<file path="src/rtl/seg_anim_pkg.sv">
// Shared state type and 7-segment encoding for the scrolling hex display.
package seg_anim_pkg;

    typedef enum logic {IDLE, DRAW} state_e;

    // Segment bit positions, active-high, gfedcba ordering
    localparam int unsigned SEG_A = 0;
    localparam int unsigned SEG_B = 1;
    localparam int unsigned SEG_C = 2;
    localparam int unsigned SEG_D = 3;
    localparam int unsigned SEG_E = 4;
    localparam int unsigned SEG_F = 5;
    localparam int unsigned SEG_G = 6;

    localparam logic [SEG_G:SEG_A] SEG_ALL = 7'h7F;

    // Entry n is the pattern for hex digit n
    localparam logic [15:0][SEG_G:SEG_A] HEX_SEG_TABLE = {
        7'h71, 7'h79, 7'h5E, 7'h39, 7'h7C, 7'h77, 7'h6F, 7'h7F,
        7'h07, 7'h7D, 7'h6D, 7'h66, 7'h4F, 7'h5B, 7'h06, 7'h3F
    };

endpackage

</file>
<file path="src/rtl/hex7seg_decoder.sv">
// Combinational hex nibble to 7-segment pattern lookup.
module hex7seg_decoder
    import seg_anim_pkg::*;
(
    input  logic [3:0]         nibble_i,
    output logic [SEG_G:SEG_A] seg_o
);

    always_comb begin
        seg_o = HEX_SEG_TABLE[nibble_i];
    end

endmodule

</file>
<file path="src/rtl/seg_scroll_animator.sv">
// Character FIFO feeding a scrolling, frame-animated multiplexed 7-segment display.
// Define SEG_SCROLL_ANIM_EN for the segment-by-segment draw-in; otherwise digits appear whole.
module seg_scroll_animator
    import seg_anim_pkg::*;
#(
    parameter int unsigned NUM_DIGITS = 4,
    parameter int unsigned FIFO_DEPTH = 8,
    parameter int unsigned MUX_DIV    = 1024
) (
    input  logic                          clk,
    input  logic                          reset,
    input  logic                          ena,
    input  logic                          frame_tick,
    input  logic                          char_valid,
    input  logic [3:0]                    char_in,
    output logic                          char_ready,
    output logic [6:0]                    seg,
    output logic [NUM_DIGITS-1:0]         digit_sel,
    output logic                          busy,
    output logic [$clog2(FIFO_DEPTH):0]   fifo_count
);

    localparam int unsigned PW = $clog2(FIFO_DEPTH);
    localparam int unsigned CW = PW + 1;
    localparam int unsigned IW = $clog2(NUM_DIGITS);
    localparam int unsigned DW = $clog2(MUX_DIV);

    // ---------------- character FIFO ----------------
    logic [3:0]    mem_q [FIFO_DEPTH];
    logic [PW-1:0] wr_ptr_q;
    logic [PW-1:0] rd_ptr_q;
    logic [CW-1:0] count_q;
    logic          push;
    logic          pop;
    state_e        state_q;

    assign char_ready = ena && !reset && (count_q < CW'(FIFO_DEPTH));
    assign push       = char_valid && char_ready;
    assign pop        = ena && (state_q == IDLE) && (count_q != '0);

    always_ff @(posedge clk) begin
        if (push) begin
            mem_q[wr_ptr_q] <= char_in;
        end
    end

    always_ff @(posedge clk) begin
        if (reset) begin
            wr_ptr_q <= '0;
            rd_ptr_q <= '0;
            count_q  <= '0;
        end else begin
            if (push) begin
                wr_ptr_q <= wr_ptr_q + 1'b1;
            end
            if (pop) begin
                rd_ptr_q <= rd_ptr_q + 1'b1;
            end
            if (push && !pop) begin
                count_q <= count_q + 1'b1;
            end else if (pop && !push) begin
                count_q <= count_q - 1'b1;
            end
        end
    end

    logic [SEG_G:SEG_A] head_seg;

    hex7seg_decoder u_head_dec (
        .nibble_i (mem_q[rd_ptr_q]),
        .seg_o    (head_seg)
    );

    // ---------------- display register and draw FSM ----------------
    logic [SEG_G:SEG_A] disp_q [NUM_DIGITS];
    logic [SEG_G:SEG_A] mask_q;
`ifdef SEG_SCROLL_ANIM_EN
    logic [2:0]         step_q;
`endif

    always_ff @(posedge clk) begin
        if (reset) begin
            for (int unsigned i = 0; i < NUM_DIGITS; i++) begin
                disp_q[i] <= '0;
            end
            mask_q  <= SEG_ALL;
            state_q <= IDLE;
`ifdef SEG_SCROLL_ANIM_EN
            step_q  <= '0;
`endif
        end else if (ena) begin
            case (state_q)
                IDLE: begin
                    if (count_q != '0) begin
                        for (int unsigned i = 1; i < NUM_DIGITS; i++) begin
                            disp_q[i] <= disp_q[i-1];
                        end
                        disp_q[0] <= head_seg;
                        mask_q    <= '0;
`ifdef SEG_SCROLL_ANIM_EN
                        step_q    <= '0;
`endif
                        state_q   <= DRAW;
                    end
                end
                DRAW: begin
                    if (frame_tick) begin
`ifdef SEG_SCROLL_ANIM_EN
                        step_q <= step_q + 3'd1;
                        if (step_q == 3'd6) begin
                            mask_q  <= SEG_ALL;
                            state_q <= IDLE;
                        end else begin
                            mask_q[step_q] <= 1'b1;
                        end
`else
                        mask_q  <= SEG_ALL;
                        state_q <= IDLE;
`endif
                    end
                end
                default: state_q <= IDLE;
            endcase
        end
    end

    assign busy       = !reset && ((state_q == DRAW) || (count_q != '0));
    assign fifo_count = count_q;

    // ---------------- digit scan ----------------
    logic [DW-1:0]         div_q;
    logic [IW-1:0]         idx_q;
    logic [SEG_G:SEG_A]    seg_d;
    logic [SEG_G:SEG_A]    seg_q;
    logic [NUM_DIGITS-1:0] sel_d;
    logic [NUM_DIGITS-1:0] sel_q;

    always_ff @(posedge clk) begin
        if (reset) begin
            div_q <= '0;
            idx_q <= '0;
        end else if (ena) begin
            if (div_q == DW'(MUX_DIV - 1)) begin
                div_q <= '0;
                idx_q <= (idx_q == IW'(NUM_DIGITS - 1)) ? '0 : idx_q + 1'b1;
            end else begin
                div_q <= div_q + 1'b1;
            end
        end
    end

    // Only the newest digit is masked while it draws in
    always_comb begin
        seg_d        = (idx_q == '0) ? (disp_q[0] & mask_q) : disp_q[idx_q];
        sel_d        = '0;
        sel_d[idx_q] = 1'b1;
    end

    always_ff @(posedge clk) begin
        if (reset) begin
            seg_q <= '0;
            sel_q <= NUM_DIGITS'(1);
        end else begin
            seg_q <= seg_d;
            sel_q <= sel_d;
        end
    end

    assign seg       = seg_q;
    assign digit_sel = sel_q;

endmodule

</file>
<file path="config.mk">
export PLATFORM = sky130hd
export DESIGN_NAME = seg_scroll_animator
export DESIGN_NICKNAME = d
export VERILOG_FILES = /design/src/rtl/seg_anim_pkg.sv /design/src/rtl/hex7seg_decoder.sv /design/src/rtl/seg_scroll_animator.sv
export SDC_FILE = /design/constraint.sdc
export NUM_CORES = 1
export LEC_CHECK = 0
export BUFFER_PORTS_ARGS = -buffer_cell sky130_fd_sc_hd__buf_2
export CELL_PAD_IN_SITES_DETAIL_PLACEMENT = 1
export CELL_PAD_IN_SITES_GLOBAL_PLACEMENT = 2
export CORE_ASPECT_RATIO = 2
export CORE_MARGIN = 1.5
export CORE_UTILIZATION = 42
export CTS_CLUSTER_SIZE = 12
export DETAILED_ROUTE_END_ITERATION = 10
export PLACE_DENSITY_LB_ADDON = 0.15
export SLEW_MARGIN = 30
export SYNTH_ARGS = -nofsm -noshare
export SYNTH_HDL_FRONTEND = slang
export SYNTH_SLANG_ARGS = --single-unit
</file>
<file path="constraint.sdc">
create_clock -name clk -period 2.7 [get_ports clk]
set_input_delay 0.27 -clock clk [delete_from_list [all_inputs] [get_ports clk]]
set_output_delay 0.27 -clock clk [all_outputs]
set_load 0.1 [all_outputs]
</file>
# [Word level (Yosys, flattened, before mapping)]
# Memories as Yosys holds them, arrays and structs flattened. A register that Yosys moved wholly into a read port is not among the register bits.
# Index checks and enable logic that the tools add are counted.
[word_totals] regBits=41 ramBits=60 romBits=112 input_bits=9 word_cells=80 n_memories=3
[memory_table] memory="(name not given)" words=16 word_bits=7 read_ports=1 rd_clocked_by_memory_dff=0 write_ports=0 line="hex7seg_decoder.sv:10" text="seg_o = HEX_SEG_TABLE[nibble_i];"
[memory_table] memory="mem_q" words=8 word_bits=4 read_ports=1 rd_clocked_by_memory_dff=1 write_ports=1 line="seg_scroll_animator.sv:29" text="logic [3:0] mem_q [FIFO_DEPTH];"
[memory_table] memory="disp_q" words=4 word_bits=7 read_ports=4 rd_clocked_by_memory_dff=1 write_ports=4 line="seg_scroll_animator.sv:75" text="logic [SEG_G:SEG_A] disp_q [NUM_DIGITS];"
[classes] add_sub_neg=6 order_cmp=4 eq_ne=4 n_mux=30 bitwise=6 reduce_logical=18
[op_table] operator="$mux 7" count=8
[op_table] operator="$pmux 7 s2" count=1
[op_table] operator="$mux 1" count=11
[op_table] operator="$add 10x1->10 const B" count=1
[op_table] operator="$eq 10x10->1 const B" count=1
[op_table] operator="$mux 10" count=1
[op_table] operator="$logic_and 1x1->1" count=9
[op_table] operator="$mux 4" count=2
[op_table] operator="$and 7x7->7" count=1
[op_table] operator="$add 3x1->3 const B" count=2
[op_table] operator="$mux 2" count=3
[op_table] operator="$mux 3" count=2
[op_table] operator="$lt 4x5->1 const B" count=1
[op_table] operator="$add 4x1->4 const B" count=1
[op_table] operator="$lt 4x4->1 const B" count=1
[op_table] operator="$or 1x1->1" count=4
[op_table] operator="$reduce_bool 4->1" count=1
[op_table] operator="$sub 4x1->4 const B" count=1
[op_table] operator="$logic_not 1->1" count=3
[op_table] operator="$lt 2x3->1 const B" count=1
[op_table] operator="$reduce_and 3->1" count=1
[op_table] operator="$add 2x1->2 const B" count=1
[op_table] operator="$demux 1 s2" count=1
[op_table] operator="$eq 2x2->1 const B" count=1
[op_table] operator="9 further kinds" count=9

# [Logic depth before layout (Yosys ltp)]
# Gate-level depths: netlist (run 1).
[logic_depth] word_depth=8 depth_mapped=11

# [Hierarchy]
# Synthesis (run 1) repeated with hierarchy kept, for this count alone.
[unflattened] cells_unflattened=344 area_unflattened_um2=4458.0
[by_module_without_submodules] mod="seg_scroll_animator" n_inst=1 cells_per_inst=311 area_each_um2=4170.2 seq_area_each_um2=2602.5
[by_module_without_submodules] mod="hex7seg_decoder" n_inst=1 cells_per_inst=33 area_each_um2=287.8 seq_area_each_um2=0.0

# [Least setup slack after synthesis (run 1)]
# Ideal clock, no wire load.
[synth_path] path_type="register -> register" start="reg count_q[3], in the netlist fifo_count[3]" end="reg count_q[3], in the netlist fifo_count[3]" setup_time_ns=0.071 t_arrival_ns=4.940 slack_ns=-2.311 stages_incl_launch_ff=12 path_buffers=1 synth_period_minus_slack_ns=5.011 cell_sequence="dfxtp_1 -> nor3b_1 -> and2_1 -> clkbuf_1 -> ha_1 -> inv_1 -> ha_1 -> a21o_1 -> a21oi_1 -> xnor2_1 -> or3_1 -> a21oi_1"
[synth_via] elab_chain_cells=6
[synth_lines] item="start, declared" line="seg_scroll_animator.sv:32" text="logic [CW-1:0] count_q;"
[synth_lines] item="start signal, assigned" line="seg_scroll_animator.sv:60" text="count_q <= count_q + 1'b1;"
[synth_lines] item="start signal, assigned" line="seg_scroll_animator.sv:62" text="count_q <= count_q - 1'b1;"
[synth_lines] item="$lt 4x4->1 (*)" line="seg_scroll_animator.sv:37" text="assign char_ready = ena && !reset && (count_q < CW'(FIFO_DEPTH));"
[synth_lines] item="$logic_and 1x1->1 (*)" line="seg_scroll_animator.sv:37"
[synth_lines] item="via char_ready" line="seg_scroll_animator.sv:16" text="output logic char_ready,"
[synth_lines] item="$logic_and 1x1->1 (*)" line="seg_scroll_animator.sv:38" text="assign push = char_valid && char_ready;"
[synth_lines] item="via push" line="seg_scroll_animator.sv:33" text="logic push;"
[synth_lines] item="$logic_not 1->1" line="seg_scroll_animator.sv:61" text="end else if (pop && !push) begin"
[synth_lines] item="$logic_and 1x1->1" line="seg_scroll_animator.sv:61"
[synth_lines] item="$reduce_bool 2->1 (no line)"
# Mark *: on every way through the listed nets, which the timed path passes. The rest lies on a longest branch. The select of a mux whose other input is x is not followed.
# A chain may end at the register's enable or synchronous reset.

==> summary.md, run 1 <==
| Metric | Value |
|---|---|
| Antenna Violating Nets Remaining | `0` |
| Clk pin slew, worst setup/hold paths | `around 0.07 ns` |
| RSZ-0062 raised after global routing | `no` |
| CP startpoint kind | `flip-flop` |
| # diodes | `0` |
| Max_cap viols | `0` |
| Worst Slack Setup Final | `about 0.27 ns` |
| Status | `finished, final reports clean` |
| Hold buffers post-CTS | `0` |
| Root Buffer | `clkbuf_16` |
| Post_cts resized | `0` |
| Commonest cells after routing, fill and taps aside | `edfxtp_1, dfxtp_1, nor2_1` |
| Register Area | `about 2600 µm²` |
| Crit-path max FO | `7` |
| Critical Path Stages | `7` |
| Hold crit path type | `in2reg` |
| Initial DRT Pass Iterations | `4` |
| Yosys cell types | `52` |
| Worst EP arrival | `around 2.6 ns` |
| Least-Margin Pin Slew | `0.635 ns` |
| YS warnings | `0` |
| I/O pin total | `26` |
| Routed WL per cell | `16.6 µm` |
| FF-to-FF setup slack | `0.27 ns` |
| Crit path time final | `2.43 ns` |
| Syn Nets | `365` |
| Row count | `between 50 and 60` |
| GR Overflow Total | `0` |
| Layout area overhead | `15.0%` |
| Total CTS buffers | `9` |
| Drt total wl | `~8500 µm` |
| Post-CTS Setup Inserts | `0` |
| Design Power | `a little under 0.005 W` |
| GRT Overall Usage | `between 10% and 20%` |
| Async set-reset flop share out of synthesis | `0%` |
| Die footprint | `11200 µm²` |
| Period Utilization, post-route | `approximately nine tenths` |
| IO buf count | `25` |
| Initial antenna violation count | `0` |
| Fmax | `roughly 0.41 GHz` |
| H-tree depth | `3` |
| Peak VDD IR | `between 700 and 800 µV` |
| Worst Path Buf+Inv | `2` |
| Main synth FF type | `edfxtp_1` |
| Critical path's top delay family | `multiplexers` |
| Worst path max stage delay | `between 0.6 and 0.7 ns` |
| Relative slew slack | `between 50% and 60%` |
| Worst Clk Skew | `approximately 0.011 ns` |
| Setup-failing EPs final | `0` |
| Initial Util | `43.4%` |
| Register-to-Register Path Depth | `7` |
| Pwr per Cell Area | `slightly below 1000 nW/µm²` |
| Most common cell after layout, fill and taps aside | `edfxtp_1` |
| Top cells by area, synth | `edfxtp_1, dfxtp_1, ha_1` |
| Largest net degree at the start of global routing | `33` |
| Vias in the first global route | `2824` |
| First-pass GRT wire length | `between 10000 and 15000 µm` |
| Filler cells | `1079` |
| Share of layout cells above drive strength 1 | `a little over a fifth` |
| Number of synthesized flops with an enable pin | `60` |
| Vias/cell | `5.17` |
| Pre-CTS setup slack | `roughly 0.27 ns` |
| Area leader, netlist | `edfxtp_1` |
| Synth top area share | `between 40% and 50%` |
| Pleak | `between 1.5 and 2 nW` |
| Drt first-iter violations | `between 150 and 200` |
| Mapped Area | `~4400 µm²` |
| CTS Sinks | `100` |
| Chip width | `75.5 µm` |
| Clock Latency Late Sink | `0.34 ns` |
| Critical-path cell list | `mux4_1 -> mux2i_1 -> inv_1 -> ha_1 -> inv_1 -> mux2i_1 -> a221oi_1` |
| Slew Viols, Final | `0` |
| CP Data Required Time | `around 2.9 ns` |
| Synth Register Bits | `100` |
| Final-report hold violation count | `0` |
| Critical path class | `reg2reg` |
| Endpoint class of the critical path | `flip-flop` |
| Syn_area_per_cell | `roughly 13 µm²` |
| DP HPWL | `roughly 6300 µm` |
| Post-Syn Instances | `338` |
| DRC Markers | `0` |
| Register area share after synthesis | `between 50% and 60%` |
| Multi-input logic area | `1730 µm²` |
| CTS Buffer Depth | `2` |
| Die Y | `148 µm` |
| CP max stage cell | `mux4_1` |
| Core area | `around 10000 µm²` |
| Final RePlAce weighted congestion | `approximately 0.72` |
| CTS tree | `yes` |
| Layout Nets | `roughly 400` |
| Hold depth | `1` |
| Vias | `about 2.6k` |
## per-stage QoR
| stage | hold slack [ns] | setup TNS [ns] | std cells | util [%] | area, µm² |
|---|---|---|---|---|---|
| 2_1_floorplan | 0.369 | -0.306 | 338 | - | 4470 |
| 3_3_place_gp | 0.483 | 0 | 494 | 46.9 | 4760 |
| 3_5_place_dp | 0.493 | 0 | 494 | 46.9 | 4760 |
| 4_1_cts | 0.193 | 0 | 510 | 50.0 | 5070 |
| 5_1_grt | 0.198 | 0 | 510 | 50.0 | 5070 |
| 6_report | 0.199 | 0 | 510 | 50.0 | 5070 |
## cells in the mapped netlist, drive strengths merged (2+ instances only)
cell type	number
a22o	5
clkbuf	11
nor3b	3
ha	17
a21oi	16
nand2	18
or3	2
o21ai	7
nand3	3
and2	22
xor2	9
a221oi	2
o41ai	2
nor2b	3
nand4	4
inv	10
and3	5
dfxtp	40
edfxtp	60
nand2b	5
mux2i	15
and2b	2
buf	5
mux2	2
nor2	32
nor3	7
a31oi	2
mux4	11
xnor2	5
## path summary, 6_finish.rpt
check / startpoint / end
worst min-delay path: char_in[1] / mem_q[3][1]$_DFFE_PP_
worst min register to register: div_q[1]$_SDFFE_PP0P_ / div_q[1]$_SDFFE_PP0P_
worst max register to register: flip-flop / disp_q[0][6]$_SDFFCE_PN0P_
worst max-delay path: flip-flop / disp_q[0][6]$_SDFFCE_PN0P_
## state kept, by name (all words and copies together), names as in the netlist, named ones only
register    flops
seg             7
mask_q          1
fifo_count      4
idx_q           2
mem_q          32
div_q          10
digit_sel       4
state_q         1
rd_ptr_q        3
wr_ptr_q        3
disp_q         28
## routing by layer
| layer | part of all wire, % | up-vias | track usage (%) |
|---|---|---|---|
| met5 | 0 | - | 0 |
| met4 | 2.4 | 0 | 6.96 |
| met3 | 1.8 | 13 | 2.86 |
| met2 | 59 | 32 | 31.8 |
| met1 | 37 | 1305 | 17.3 |
| li1 | - | 1288 | - |
## area by class of cell
class,count,share of cell area (%)
Clock buffer,9,4.44
Clock inverter,7,1.73
Inverter,10,0.740
Multi-Input combinational cell,212,34.1
Sequential cell,100,51.4
Tap cell,135,3.33
Timing Repair Buffer,37,4.24
## report_power, final
group          internal [W]  switching [W]  total (W)  leakage, nW
sequential          0.00190       0.000177    0.00207        0.911
clock              0.000744       0.000605    0.00135        0.155
combinational      0.000531        0.00100    0.00154        0.817
## cells by family (layout without fill, tap and decap cells)
group	Yosys count	in the layout	share of synthesized area, %
compound gates	44	44	7.26
xor+xnor	14	14	2.78
mux	28	28	10.2
simple gates	108	108	12.7
buf+inv	26	63	2.75
fa+ha+maj	18	18	5.28
flops	100	100	59.0
## worst register-to-register path: cells and delay by family, from the launching register on
family	cells	cell delay [ns]
adders and majority gates	1	0.26
DFF	1	0.54
muxes	3	0.89
AOI/OAI and AO/OA	1	0.32
buffers and inverters	2	0.22
(Power assumes the default switching activity.)
==> run 2: changes to the inputs <==
==> constraint.sdc (replaced) <==
create_clock -name clk -period 2.7 [get_ports clk]
set_input_delay 0.54 -clock clk [delete_from_list [all_inputs] [get_ports clk]]
set_output_delay 0.54 -clock clk [all_outputs]
set_load 0.1 [all_outputs]
==> summary.md, run 2 (synthesized netlist as in run 1, its figures left out) <==
| Metric | Value |
|---|---|
| Status | `finished, final reports clean` |
| Fmax | `around 0.41 GHz` |
| Multi-input logic area | `about 1700 µm²` |
| Worst Slack Setup Final | `0.248 ns` |
| Layout Nets | `~400` |
| Crit-path max FO | `6` |
| Register Area | `2610 µm²` |
| Die footprint | `approximately 11000 µm²` |
| Initial Util | `between 40% and 50%` |
| Total CTS buffers | `9` |
| H-tree depth | `3` |
| Crit path time final | `2.45 ns` |
| RSZ-0062 raised after global routing | `no` |
| First-pass GRT wire length | `between 10000 and 15000 µm` |
| Drt first-iter violations | `around 160` |
| CTS Buffer Depth | `2` |
| Worst hold slack | `between 0.4 and 0.5 ns` |
| Drt total wl | `approximately 8600 µm` |
| Layout area overhead | `15.0%` |
| Pre-CTS setup slack | `0.166 ns` |
| Vias/cell | `5.20` |
| Area after DPL | `4780 µm²` |
| Core area | `slightly above 10000 µm²` |
| Chip width | `between 70 and 80 µm` |
| Hold crit path type | `in2reg` |
| Root Buffer | `clkbuf_16` |
| Relative slew slack | `56.9%` |
| Largest net degree at the start of global routing | `33` |
| # diodes | `0` |
| Max_cap viols | `0` |
| GR Overflow Total | `0` |
| Setup-failing EPs final | `0` |
| Hold buffers post-CTS | `0` |
| DP HPWL | `6430 µm` |
| Most common cell after layout, fill and taps aside | `edfxtp_1` |
| Design Power | `slightly below 0.005 W` |
| Slew Viols, Final | `0` |
| Max reg flops | `32` |
| Final-report hold violation count | `0` |
| Clock Latency Late Sink | `between 0.3 and 0.4 ns` |
| DRC Markers | `0` |
| IO buf count | `25` |
| Clk pin slew, worst setup/hold paths | `0.07 ns` |
| Vias | `~2.7k` |
| Worst EP arrival | `around 2.7 ns` |
| Critical path class | `reg2reg` |
| Period Utilization, post-route | `90.8%` |
| CTS tree | `yes` |
| Worst Clk Skew | `0.00981 ns` |
| Vias in the first global route | `around 2.7k` |
| Antenna Violating Nets Remaining | `0` |
| CTS Sinks | `100` |
| CP Data Required Time | `slightly below 3 ns` |
| CP startpoint kind | `flip-flop` |
| Routed WL per cell | `16.7 µm` |
| Final core utilization | `around 50%` |
| Die Y | `roughly 150 µm` |
| Commonest cells after routing, fill and taps aside | `edfxtp_1, dfxtp_1, nor2_1` |
| Biggest register | `mem_q` |
| Final RePlAce weighted congestion | `~0.77` |
| Post-CTS Setup Inserts | `0` |
| Peak VDD IR | `445 µV` |
| Pleak | `roughly 1.9 nW` |
| Filler cells | `roughly 1.1k` |
| Endpoint class of the critical path | `flip-flop` |
| Least-Margin Pin Slew | `~0.65 ns` |
| Initial DRT Pass Iterations | `4` |
| GRT Overall Usage | `~18%` |
| I/O pin total | `26` |
| Initial antenna violation count | `0` |
| Share of layout cells above drive strength 1 | `about 22%` |
| Layout Cell Area excl Fill | `just over 5000 µm²` |
| Row count | `52` |
| Pwr per Cell Area | `953 nW/µm²` |
| Top flop regs | `mem_q (32), disp_q (28), div_q (10)` |
==> run 2: cell count changes in the layout (fill, tap and decap cells not counted), sizes merged <==
cell,previous run,this run
bufinv,1,0
inv,15,11
clkinvlp,0,2
clkinv,1,4
buf,37,42
==> run 2: critical path: stages (launching register included) <==
cell and delay, ns:
dfxtp_4 0.37, o41ai_4 0.43, nor2_1 0.10, inv_1 0.12, ha_4 0.16, inv_2 0.05
ha_1 0.26, a21o_1 0.18, a21oi_1 0.17, xnor2_1 0.10, or3_1 0.30, a21oi_1 0.13
==> run 2: area by class of cell <==
cell class                      instances  area share (%)
Clock buffer                            9            4.44
Clock inverter                          7            1.01
Inverter                               10           0.741
Multi-Input combinational cell        212            34.1
Sequential cell                       100            51.4
Tap cell                              135            3.33
Timing Repair Buffer                   42            4.99
==> run 2: routing by layer <==
layer  part of all wire [%]  global-route usage, %  up-vias
li1                       -                      -     1296
met1                     36                   18.6     1346
met2                     60                   32.3       26
met3                    1.8                   3.27       10
met4                    1.9                   7.32        0
met5                      0                      0        -
==> run 2: what timing repair did <==
item | CTS | global route
endpoints found under the setup margin | 0 | 1
endpoints found under the hold margin | 0 | 0
gates resized for setup | 0 | 1
==> run 2: through the flow <==
| stage | TNS, ns | instances |
|---|---|---|
| 2_1_floorplan | -1.86 | 338 |
| 3_3_place_gp | 0 | 499 |
| 3_5_place_dp | 0 | 499 |
| 4_1_cts | 0 | 515 |
| 5_1_grt | 0 | 515 |
| 6_report | 0 | 515 |
==> run 2: power breakdown <==
| part | leakage [nW] | switching (W) | total, W | internal, W |
|---|---|---|---|---|
| logic | 0.845 | 0.00103 | 0.00159 | 0.000554 |
| registers | 0.911 | 0.000158 | 0.00205 | 0.00189 |
| clock network | 0.132 | 0.000563 | 0.00119 | 0.000628 |
==> run 2: worst paths after layout <==
check	from	to	slack [ns]	depth (start not counted)
worst max-delay path	fifo_count[3]$_SDFFE_PP0P_	fifo_count[3]$_SDFFE_PP0P_	0.25	11
worst min-delay path	char_in[2]	mem_q[3][2]$_DFFE_PP_	0.47	1
worst max register to register	fifo_count[3]$_SDFFE_PP0P_	fifo_count[3]$_SDFFE_PP0P_	0.25	11
worst min register to register	wr_ptr_q[0]$_SDFFE_PP0P_	wr_ptr_q[0]$_SDFFE_PP0P_	0.51	2
==> run 3: changes to the inputs <==
--- a/config.mk
+++ b/config.mk
@@ -14,6 +14,7 @@
 export CTS_CLUSTER_SIZE = 12
 export DETAILED_ROUTE_END_ITERATION = 10
 export PLACE_DENSITY_LB_ADDON = 0.15
+export RECOVER_POWER = 100
 export SLEW_MARGIN = 30
 export SYNTH_ARGS = -nofsm -noshare
 export SYNTH_HDL_FRONTEND = slang
==> summary.md, run 3 (synthesized netlist as in run 1, its figures left out) <==
| Metric | Value |
|---|---|
| Share of layout cells above drive strength 1 | `approximately 14%` |
| Slew Viols, Final | `0` |
| Final-report hold violation count | `0` |
| Relative slew slack | `approximately a fifth` |
| Clock Power Share | `roughly a quarter` |
| Sw power | `about 0.0017 W` |
| CP max stage cell | `o41ai_4` |
| Max_cap viols | `0` |
| CTS tree | `yes` |
| Routed WL per cell | `16.8 µm` |
| Sw frac | `36.7%` |
| Peak VDD IR | `443 µV` |
| Int Pwr | `0.00302 W` |
| Area after DPL | `about 4800 µm²` |
| Layout area overhead | `12.9%` |
| Initial antenna violation count | `0` |
| CTS Sinks | `100` |
| Most common cell after layout, fill and taps aside | `edfxtp_1` |
| IO buf count | `25` |
| GR Overflow Total | `0` |
| Design Power | `0.00477 W` |
| Row count | `between 50 and 60` |
| DRC Markers | `0` |
| Max reg flops | `32` |
| Vias | `2673` |
| # diodes | `0` |
| Die footprint | `11200 µm²` |
| Crit path time final | `roughly 2.5 ns` |
| Critical-path cell list | `o41ai_4 -> nor2_1 -> inv_1 -> ha_1 -> inv_2 -> ha_1 -> a21o_1 -> a21oi_1 -> xnor2_1 -> or3_1 -> a21oi_1` |
| Worst path max stage delay | `0.42 ns` |
| Reg power frac | `between 40% and 50%` |
| I/O pin total | `26` |
| Filler cells | `1103` |
| RSZ-0062 raised after global routing | `no` |
| Placed insts | `between 400 and 500` |
| Pleak | `1.76 nW` |
| Initial Util | `43.4%` |
| Critical path class | `reg2reg` |
| GRT Overall Usage | `between 15 and 20%` |
| Biggest register | `mem_q` |
| Pwr per Cell Area | `958 nW/µm²` |
| Die Y | `around 150 µm` |
| DP HPWL | `~6400 µm` |
| CP startpoint kind | `flip-flop` |
| Total CTS buffers | `9` |
| CTS Buffer Depth | `2` |
| Least-Margin Pin Slew | `between 1 and 1.5 ns` |
| Period Utilization, post-route | `around 92%` |
| Clock Latency Late Sink | `0.34 ns` |
| First-pass GRT wire length | `14200 µm` |
| Commonest cells after routing, fill and taps aside | `edfxtp_1, dfxtp_1, nor2_1` |
| Fmax | `between 0.4 and 0.5 GHz` |
| Chip width | `75.5 µm` |
| Initial DRT Pass Iterations | `4` |
| Worst Clk Skew | `0.00932 ns` |
| Layout Cell Area excl Fill | `~5000 µm²` |
| Core area | `10100 µm²` |
| Setup TNS | `0 ns` |
| Top flop regs | `mem_q (32), disp_q (28), div_q (10)` |
| Status | `finished, final reports clean` |
| Antenna Violating Nets Remaining | `0` |
| Hold crit path type | `reg2reg` |
| Vias in the first global route | `approximately 2.7k` |
| Root Buffer | `clkbuf_16` |
| Drt total wl | `8650 µm` |
| Comb pwr share | `31.9%` |
| Non-filler cells, final | `515` |
| Largest net degree at the start of global routing | `33` |
| Final RePlAce weighted congestion | `0.773` |
| Drt first-iter violations | `approximately 150` |
| H-tree depth | `3` |
| Clk pin slew, worst setup/hold paths | `0.07 ns` |
| Endpoint class of the critical path | `flip-flop` |
| Crit-path max FO | `6` |
| CP Data Required Time | `2.97 ns` |
| Vias/cell | `5.19` |
| Setup-failing EPs final | `0` |
| Worst EP arrival | `between 2 and 3 ns` |
| Layout Nets | `between 400 and 500` |
-- run 3: worst max-delay path, delay by kind of cell, from the launching register on --
kind                       cells  cell delay [ns]
xor gates and xnor gates       1             0.10
adders and majority gates      2             0.49
DFF                            1             0.37
and+or+nand+nor                2             0.40
AOI/OAI and AO/OA              4             0.90
buffers and inverters          2             0.15
-- run 3: area by class of cell --
type	count	area [µm²]	share of cell area, %
Clock buffer	9	225	4.52
Clock inverter	7	51.3	1.03
Inverter	10	37.5	0.754
Multi-Input combinational cell	212	1690	34.0
Sequential cell	100	2610	52.4
Tap cell	135	169	3.39
Timing Repair Buffer	42	194	3.90
-- run 3: path summary, 6_finish.rpt --
| check | from | to | slack, ns | depth (start not counted) |
|---|---|---|---|---|
| worst max-delay path | fifo_count[3]$_SDFFE_PP0P_ | fifo_count[3]$_SDFFE_PP0P_ | 0.21 | 11 |
| worst min-delay path | wr_ptr_q[0]$_SDFFE_PP0P_ | wr_ptr_q[0]$_SDFFE_PP0P_ | 0.51 | 2 |
| worst max register to register | fifo_count[3]$_SDFFE_PP0P_ | fifo_count[3]$_SDFFE_PP0P_ | 0.21 | 11 |
| worst min register to register | wr_ptr_q[0]$_SDFFE_PP0P_ | wr_ptr_q[0]$_SDFFE_PP0P_ | 0.51 | 2 |
-- run 3: power by group through the flow --
stage	combinational [W]	sequential [W]	clock (W)
2_1_floorplan	0.000916	0.00238	0
3_3_place_gp	0.00157	0.00206	0
3_5_place_dp	0.00160	0.00208	0
4_1_cts	0.00161	0.00205	0.00122
5_1_grt	0.00166	0.00209	0.00129
6_report	0.00152	0.00205	0.00119
-- run 3: stage by stage --
stage	utilization [%]	worst slack (ns)	hold WS, ns
final	49.0	0.209	0.508
after global routing	49.0	0.0436	0.523
after CTS	49.8	0.136	0.451
after detailed placement	47.1	0.166	0.503
after global placement	47.1	0.231	0.489
after floorplan	-	-0.408	0.457
-- run 3: routing by layer --
layer | track usage [%] | share of wire [%]
met4 | 7.32 | 2.1
met3 | 3.27 | 2.0
met1 | 18.6 | 36
met2 | 32.3 | 59
met5 | 0 | 0
-- run 3: timing repair --
item,4_1_cts,5_1_grt
buffers inserted,0,0
endpoints found under the setup margin,0,1
resized for setup,0,1
hold buffers,0,0
